## config.mk

```make
export PLATFORM = sky130hd
export DESIGN_NAME = decode_regfile_stage
export DESIGN_NICKNAME = d
export VERILOG_FILES = /design/src/rtl/decode_regfile_stage.sv
export SDC_FILE = /design/constraint.sdc
export NUM_CORES = 2
export LEC_CHECK = 0
export ABC_AREA = 1
export BUFFER_PORTS_ARGS = -buffer_cell sky130_fd_sc_hd__buf_2
export CORE_MARGIN = 1.5
export CORE_UTILIZATION = 45
export CTS_CLUSTER_DIAMETER = 30
export DETAILED_ROUTE_END_ITERATION = 7
export PLACE_DENSITY_LB_ADDON = 0.08
export SYNTH_ARGS = -nofsm -noshare
export SYNTH_HDL_FRONTEND = slang
export SYNTH_SLANG_ARGS = --single-unit
```

## constraint.sdc

```tcl
create_clock -name clk -period 8.1 [get_ports clk]
set_clock_uncertainty 0.05 [all_clocks]
set_input_delay 0 -clock clk [delete_from_list [all_inputs] [get_ports clk]]
set_output_delay 0 -clock clk [all_outputs]
set_load 0.03 [all_outputs]
```

## src/rtl/decode_regfile_stage.sv

```systemverilog
// decode_regfile_stage: MIPS decode stage.
// - General register file with 1 or 2 write-back ports, plus W-stage write-through bypass.
// - Operand select from external forwarding, bypass or the array.
// - Same-cycle branch/jump resolution.
// - ID/EX pipeline register with stall-bubble and flush.
// Optional feature macro: DECODE_BRANCH_EXT_EN enables bne/blez/bgtz/bltz/bgez redirects.
module decode_regfile_stage #(
  parameter int REG_NUM  = 32,
  parameter int WB_PORTS = 1
) (
  input  logic                                  clk,
  input  logic                                  rst,
  input  logic                                  stall,
  input  logic                                  flush,
  input  logic [31:0]                           id_pc,
  input  logic [31:0]                           id_instr,
  input  logic [WB_PORTS-1:0]                   wb_we,
  input  logic [WB_PORTS*$clog2(REG_NUM)-1:0]   wb_addr,
  input  logic [WB_PORTS*32-1:0]                wb_data,
  input  logic [2:0]                            rs_fwd_sel,
  input  logic [31:0]                           rs_fwd_data,
  input  logic [2:0]                            rt_fwd_sel,
  input  logic [31:0]                           rt_fwd_data,
  output logic [2:0]                            redirect_kind,
  output logic [31:0]                           redirect_pc,
  output logic [31:0]                           ex_rs,
  output logic [31:0]                           ex_rt,
  output logic [31:0]                           ex_instr,
  output logic [31:0]                           ex_pc,
  output logic                                  ex_valid
);

  localparam int ADDR_W = $clog2(REG_NUM);

  logic [31:0]       r_regs [REG_NUM];
  logic [ADDR_W-1:0] w_rs_a;
  logic [ADDR_W-1:0] w_rt_a;
  logic [31:0]       w_rs_byp;
  logic [31:0]       w_rt_byp;
  logic [31:0]       w_rs_use;
  logic [31:0]       w_rt_use;
  logic [5:0]        w_op;
  logic [5:0]        w_func;
  logic [4:0]        w_rt_field;
  logic [31:0]       w_pc4;
  logic [31:0]       w_br_tgt;
  logic [31:0]       w_j_tgt;
  logic [2:0]        w_kind;
  logic [31:0]       w_rpc;
  logic [31:0]       r_ex_rs;
  logic [31:0]       r_ex_rt;
  logic [31:0]       r_ex_instr;
  logic [31:0]       r_ex_pc;
  logic              r_ex_valid;

  // Only the low ADDR_W bits of the rs/rt fields address the register file.
  assign w_rs_a     = id_instr[21 +: ADDR_W];
  assign w_rt_a     = id_instr[16 +: ADDR_W];
  assign w_op       = id_instr[31:26];
  assign w_func     = id_instr[5:0];
  assign w_rt_field = id_instr[20:16];
  assign w_pc4      = id_pc + 32'd4;
  assign w_br_tgt   = w_pc4 + {{14{id_instr[15]}}, id_instr[15:0], 2'b00};
  assign w_j_tgt    = {id_pc[31:28], id_instr[25:0], 2'b00};

  // Register array.
  // - Reset clears every entry.
  // - Writes to $0 are dropped, so entry 0 always reads 0.
  // - A later port overwrites an earlier one on the same address, which gives port 1 priority.
  always_ff @(posedge clk) begin
    if (rst) begin
      r_regs <= '{default: 32'd0};
    end else begin
      for (int k = 0; k < WB_PORTS; k++) begin
        if (wb_we[k] && (wb_addr[k*ADDR_W +: ADDR_W] != {ADDR_W{1'b0}})) begin
          r_regs[wb_addr[k*ADDR_W +: ADDR_W]] <= wb_data[k*32 +: 32];
        end
      end
    end
  end

  // Write-through bypass over the array read.
  // - Ports are scanned in ascending order, so port 1 wins over port 0.
  // - A write aimed at $0 never bypasses.
  always_comb begin
    w_rs_byp = r_regs[w_rs_a];
    w_rt_byp = r_regs[w_rt_a];
    for (int k = 0; k < WB_PORTS; k++) begin
      w_rs_byp = (wb_we[k] && (wb_addr[k*ADDR_W +: ADDR_W] == w_rs_a) &&
                  (wb_addr[k*ADDR_W +: ADDR_W] != {ADDR_W{1'b0}})) ? wb_data[k*32 +: 32] : w_rs_byp;
      w_rt_byp = (wb_we[k] && (wb_addr[k*ADDR_W +: ADDR_W] == w_rt_a) &&
                  (wb_addr[k*ADDR_W +: ADDR_W] != {ADDR_W{1'b0}})) ? wb_data[k*32 +: 32] : w_rt_byp;
    end
  end

  // External forwarding takes precedence over the bypass and the array.
  assign w_rs_use = (rs_fwd_sel != 3'd0) ? rs_fwd_data : w_rs_byp;
  assign w_rt_use = (rt_fwd_sel != 3'd0) ? rt_fwd_data : w_rt_byp;

  // Same-cycle branch/jump resolution.
  // - Suppressed while the decode slot is reset, stalled or squashed.
  // - When no redirect is taken, redirect_pc is the fall-through address id_pc+4.
  always_comb begin
    w_kind = 3'd0;
    w_rpc  = w_pc4;
    if (rst || stall || flush) begin
      w_kind = 3'd0;
      w_rpc  = w_pc4;
    end else begin
      case (w_op)
        6'b000100: begin
          if (w_rs_use == w_rt_use) begin
            w_kind = 3'd1;
            w_rpc  = w_br_tgt;
          end else begin
            w_kind = 3'd0;
            w_rpc  = w_pc4;
          end
        end
`ifdef DECODE_BRANCH_EXT_EN
        6'b000101: begin
          w_kind = (w_rs_use != w_rt_use) ? 3'd1 : 3'd0;
          w_rpc  = (w_rs_use != w_rt_use) ? w_br_tgt : w_pc4;
        end
        6'b000110: begin
          w_kind = ($signed(w_rs_use) <= 32'sd0) ? 3'd1 : 3'd0;
          w_rpc  = ($signed(w_rs_use) <= 32'sd0) ? w_br_tgt : w_pc4;
        end
        6'b000111: begin
          w_kind = ($signed(w_rs_use) > 32'sd0) ? 3'd1 : 3'd0;
          w_rpc  = ($signed(w_rs_use) > 32'sd0) ? w_br_tgt : w_pc4;
        end
        6'b000001: begin
          case (w_rt_field)
            5'd0: begin
              w_kind = w_rs_use[31] ? 3'd1 : 3'd0;
              w_rpc  = w_rs_use[31] ? w_br_tgt : w_pc4;
            end
            5'd1: begin
              w_kind = w_rs_use[31] ? 3'd0 : 3'd1;
              w_rpc  = w_rs_use[31] ? w_pc4 : w_br_tgt;
            end
            default: begin
              w_kind = 3'd0;
              w_rpc  = w_pc4;
            end
          endcase
        end
`endif
        6'b000010, 6'b000011: begin
          w_kind = 3'd2;
          w_rpc  = w_j_tgt;
        end
        6'b000000: begin
          if ((w_func == 6'b001000) || (w_func == 6'b001001)) begin
            w_kind = 3'd3;
            w_rpc  = w_rs_use;
          end else begin
            w_kind = 3'd0;
            w_rpc  = w_pc4;
          end
        end
        default: begin
          w_kind = 3'd0;
          w_rpc  = w_pc4;
        end
      endcase
    end
  end

  assign redirect_kind = w_kind;
  assign redirect_pc   = w_rpc;

  // ID/EX register.
  // - Stall and flush both inject a bubble.
  // - During a bubble the operand registers keep their previous contents.
  always_ff @(posedge clk) begin
    if (rst) begin
      r_ex_rs    <= 32'd0;
      r_ex_rt    <= 32'd0;
      r_ex_instr <= 32'd0;
      r_ex_pc    <= 32'd0;
      r_ex_valid <= 1'b0;
    end else if (flush || stall) begin
      r_ex_instr <= 32'd0;
      r_ex_pc    <= 32'd0;
      r_ex_valid <= 1'b0;
    end else begin
      r_ex_rs    <= w_rs_use;
      r_ex_rt    <= w_rt_use;
      r_ex_instr <= id_instr;
      r_ex_pc    <= id_pc;
      r_ex_valid <= 1'b1;
    end
  end

  assign ex_rs    = r_ex_rs;
  assign ex_rt    = r_ex_rt;
  assign ex_instr = r_ex_instr;
  assign ex_pc    = r_ex_pc;
  assign ex_valid = r_ex_valid;

endmodule

```

==> impl_metrics.tcl <==
set metrics [dict create \
    portBuffers 338 \
    power.share.clock_pct 60.6 \
    comb_power_share_pct 11.2 \
    hold_viol_final 0 \
    synth.avg_cell_area_um2 6.138 \
    slowest_delay_ns 0.98 \
    p_int_mw 15.27 \
    fin_setup_tns_ns 0 \
    fin_nets 11100 \
    yosysMostFrequentCell "nand2_1" \
    initial_core_util_pct 45.32 \
    post-route-period-util_pct 77.18 \
    grt_use_total_pct 40.95 \
    synth_area_leader_cell "dfxtp_1" \
    ys_top_cells_by_area "dfxtp_1 (35%), nand2_1 (16%), nand3_1 (13%)" \
    cts_hold_buf 248 \
    fin_crit_ns 6.252 \
    dieArea_um2 148900 \
    core_area_um2 145600 \
    die_w_um 385.9 \
    synth_ff_type "dfxtp_1" \
    cts.clk_slew.worst_paths_ns 0.05 \
    switching_share_pct 26.20 \
    hp-class "in -> reg" \
    h-tree-depth 5 \
    fmax_ghz 0.1600 \
    drt_iter0_markers 9821 \
    cp.arrival_ns 6.20 \
    endpoint_kind "output port" \
    post-cts-setup-buffers 0 \
    cts-root-buf "clkbuf_16" \
    setup_viol 0 \
    ys_seq_elements 1153 \
    ys_seq_area_share_pct 34.99 \
    drv_cap 1 \
    ant_nets 0 \
    cts_tree "built" \
    criticalPathCategory "in -> out" \
    grt_pass1_vias 70500 \
    clk-insertion-delay-late_ns 0.92 \
    grt_max_degree 205 \
    syn_nets 10960 \
    ctsLongestPathBuffers 4 \
    slew_viol_final 34 \
    status "complete, but fails checks" \
    yosysWarnings 0 \
    place_congestion 1.028 \
    num_vias 76660 \
    switchingPower_mw 5.423 \
    num_rows 140 \
    crit_chain "dlygate4sd3_1, buf_2, nor2_4, dlygate4sd3_1, buf_4, inv_1, nor2_1, nand2_1, inv_1, buf_4, o21ai_0, a221oi_1, a21oi_1, buf_2" \
    synthArstFlopShare_pct 0 \
    worst-path-max-fanout 44 \
    syn_area_um2 65970 \
    grt_overflow 0 \
    peakVddDrop_uv 287.0 \
    grt_setup_unrepaired "false" \
    synth_top_area_share_pct 34.99 \
    violations "design-rule violations, max-capacitance violations, max-slew violations" \
    routed_wl_um 316000 \
    synth_commonest_cells "nand2_1 (2890), nand3_1 (1731), o21ai_0 (1158)" \
    slowest_stage "a221oi_1" \
    cts_resized 0 \
    cts_buffers 312 \
    die_height_um 385.9 \
    final_cells 13030 \
    layout-drive-gt1-share_pct 9.887 \
    powerDensity_nw_per_um2 255.2 \
    synth-edff-count 0 \
    place_inst 12240 \
    postSynthCellCount 10750 \
    dp_hpwl_um 188200 \
    wire_per_inst_um 24.26 \
    io_pins 340 \
    drc 1 \
    syn_to_final_growth_pct 22.92 \
    leakage_nw 36.41 \
    numClockSinks 1153 \
    tightest_slew_ns 1.510 \
    grt_pass1_wl_um 460800 \
    required_ns 8.05 \
    avgViaCountPerCell 5.884 \
    dr.pass1.iters 8 \
    antenna_found_initial 11 \
    pwr-share-seq_pct 28.3 \
    start_kind "input pin" \
    synthDistinctLibCells 44 \
    max_slew_margin_pct -0.9114 \
]
[cell usage in the layout (no fill, tap or decap), types with 144 or more instances in the layout]
| master | n |
|---|---|
| a21oi_1 | 1134 |
| dfxtp_1 | 1153 |
| nand3_1 | 1731 |
| dlygate4sd3_1 | 248 |
| nand2_1 | 2890 |
| nor2_1 | 309 |
| o21ai_0 | 1158 |
| clkbuf_16 | 320 |
| buf_2 | 330 |
| inv_1 | 1026 |
| buf_4 | 144 |
[final cells by class]
cell class	instances	area, um^2
tap	1917	2399
clock inverter	119	1712
antenna	6	15.01
fill	14370	64470
timing repair buffer	743	5598
multi-input combinational	7621	35380
sequential	1153	23080
inverter	1054	4006
clock buffer	415	8905
[per-stage QoR]
step                      hold slack, ns  area, um^2  util (%)  power [mW]  setup WS (ns)
after floorplan                  0.06222       65970         -       7.252          4.440
after global placement            0.1830       67980     46.70       8.067          2.521
after detailed placement          0.1837       67980     46.70       8.070          2.489
after CTS                      0.0002827       81080     55.70       20.69          2.196
after global routing             0.07390       81080     55.70       21.22          1.659
final                            0.06076       81090     55.71       20.70          1.848
[kinds of logic (layout without fill, tap and decap cells)]
group	count (synthesis)	in the layout	share of synthesized area, %
other	1	7	0.005684
DFF	1153	1153	34.99
xor gates and xnor gates	51	51	0.6771
and+or+nand+nor	5078	5078	32.60
AOI/OAI and AO/OA	2455	2455	19.26
adders and majority gates	36	36	0.6941
buffers and inverters	1974	2331	11.78
[sequential cells by signal (all words and copies together), names as in the netlist]
register  cells
r_regs     1024
ex_instr     32
ex_pc        32
ex_rs        32
ex_rt        32
ex_valid      1
[power by group through the flow]
stage	clock network, mW	logic, mW	registers [mW]
finish	12.5	2.31	5.85
global route	12.9	2.44	5.85
CTS	12.6	2.23	5.85
detailed placement	0	2.13	5.94
global placement	0	2.12	5.94
floorplan	0	1.26	5.99
[routing by layer]
metal / vias to the layer above / track usage [%] / wire (um)
met3: 1091 / 8.767 / 33500
li1: 35410 / - / -
met2: 4661 / 60.82 / 134500
met5: - / 0 / 51
met4: 8 / 27.71 / 23500
met1: 35490 / 53.03 / 124400
[path summary, 6_finish.rpt]
path | from | endpoint | slack (ns) | cells after the start
worst max-delay path | flush | redirect_pc[30] | 1.85 | 14
worst min-delay path | id_pc[10] | ex_pc[10]$_SDFF_PP0_ | 0.06 | 4
worst max register to register | r_regs[429]$_SDFFE_PP0P_ | ex_rs[13]$_SDFFE_PP0P_ | 4.43 | 16
worst min register to register | r_regs[992]$_SDFFE_PP0P_ | r_regs[992]$_SDFFE_PP0P_ | 0.39 | 2
[critical path, delay by kind of cell]
family	cells	cell delay, ns
AOI/OAI and AO/OA	3	1.69
buffers and inverters	8	3.44
and+or+nand+nor	3	0.97
No activity file was read; power rests on OpenSTA's default activity.
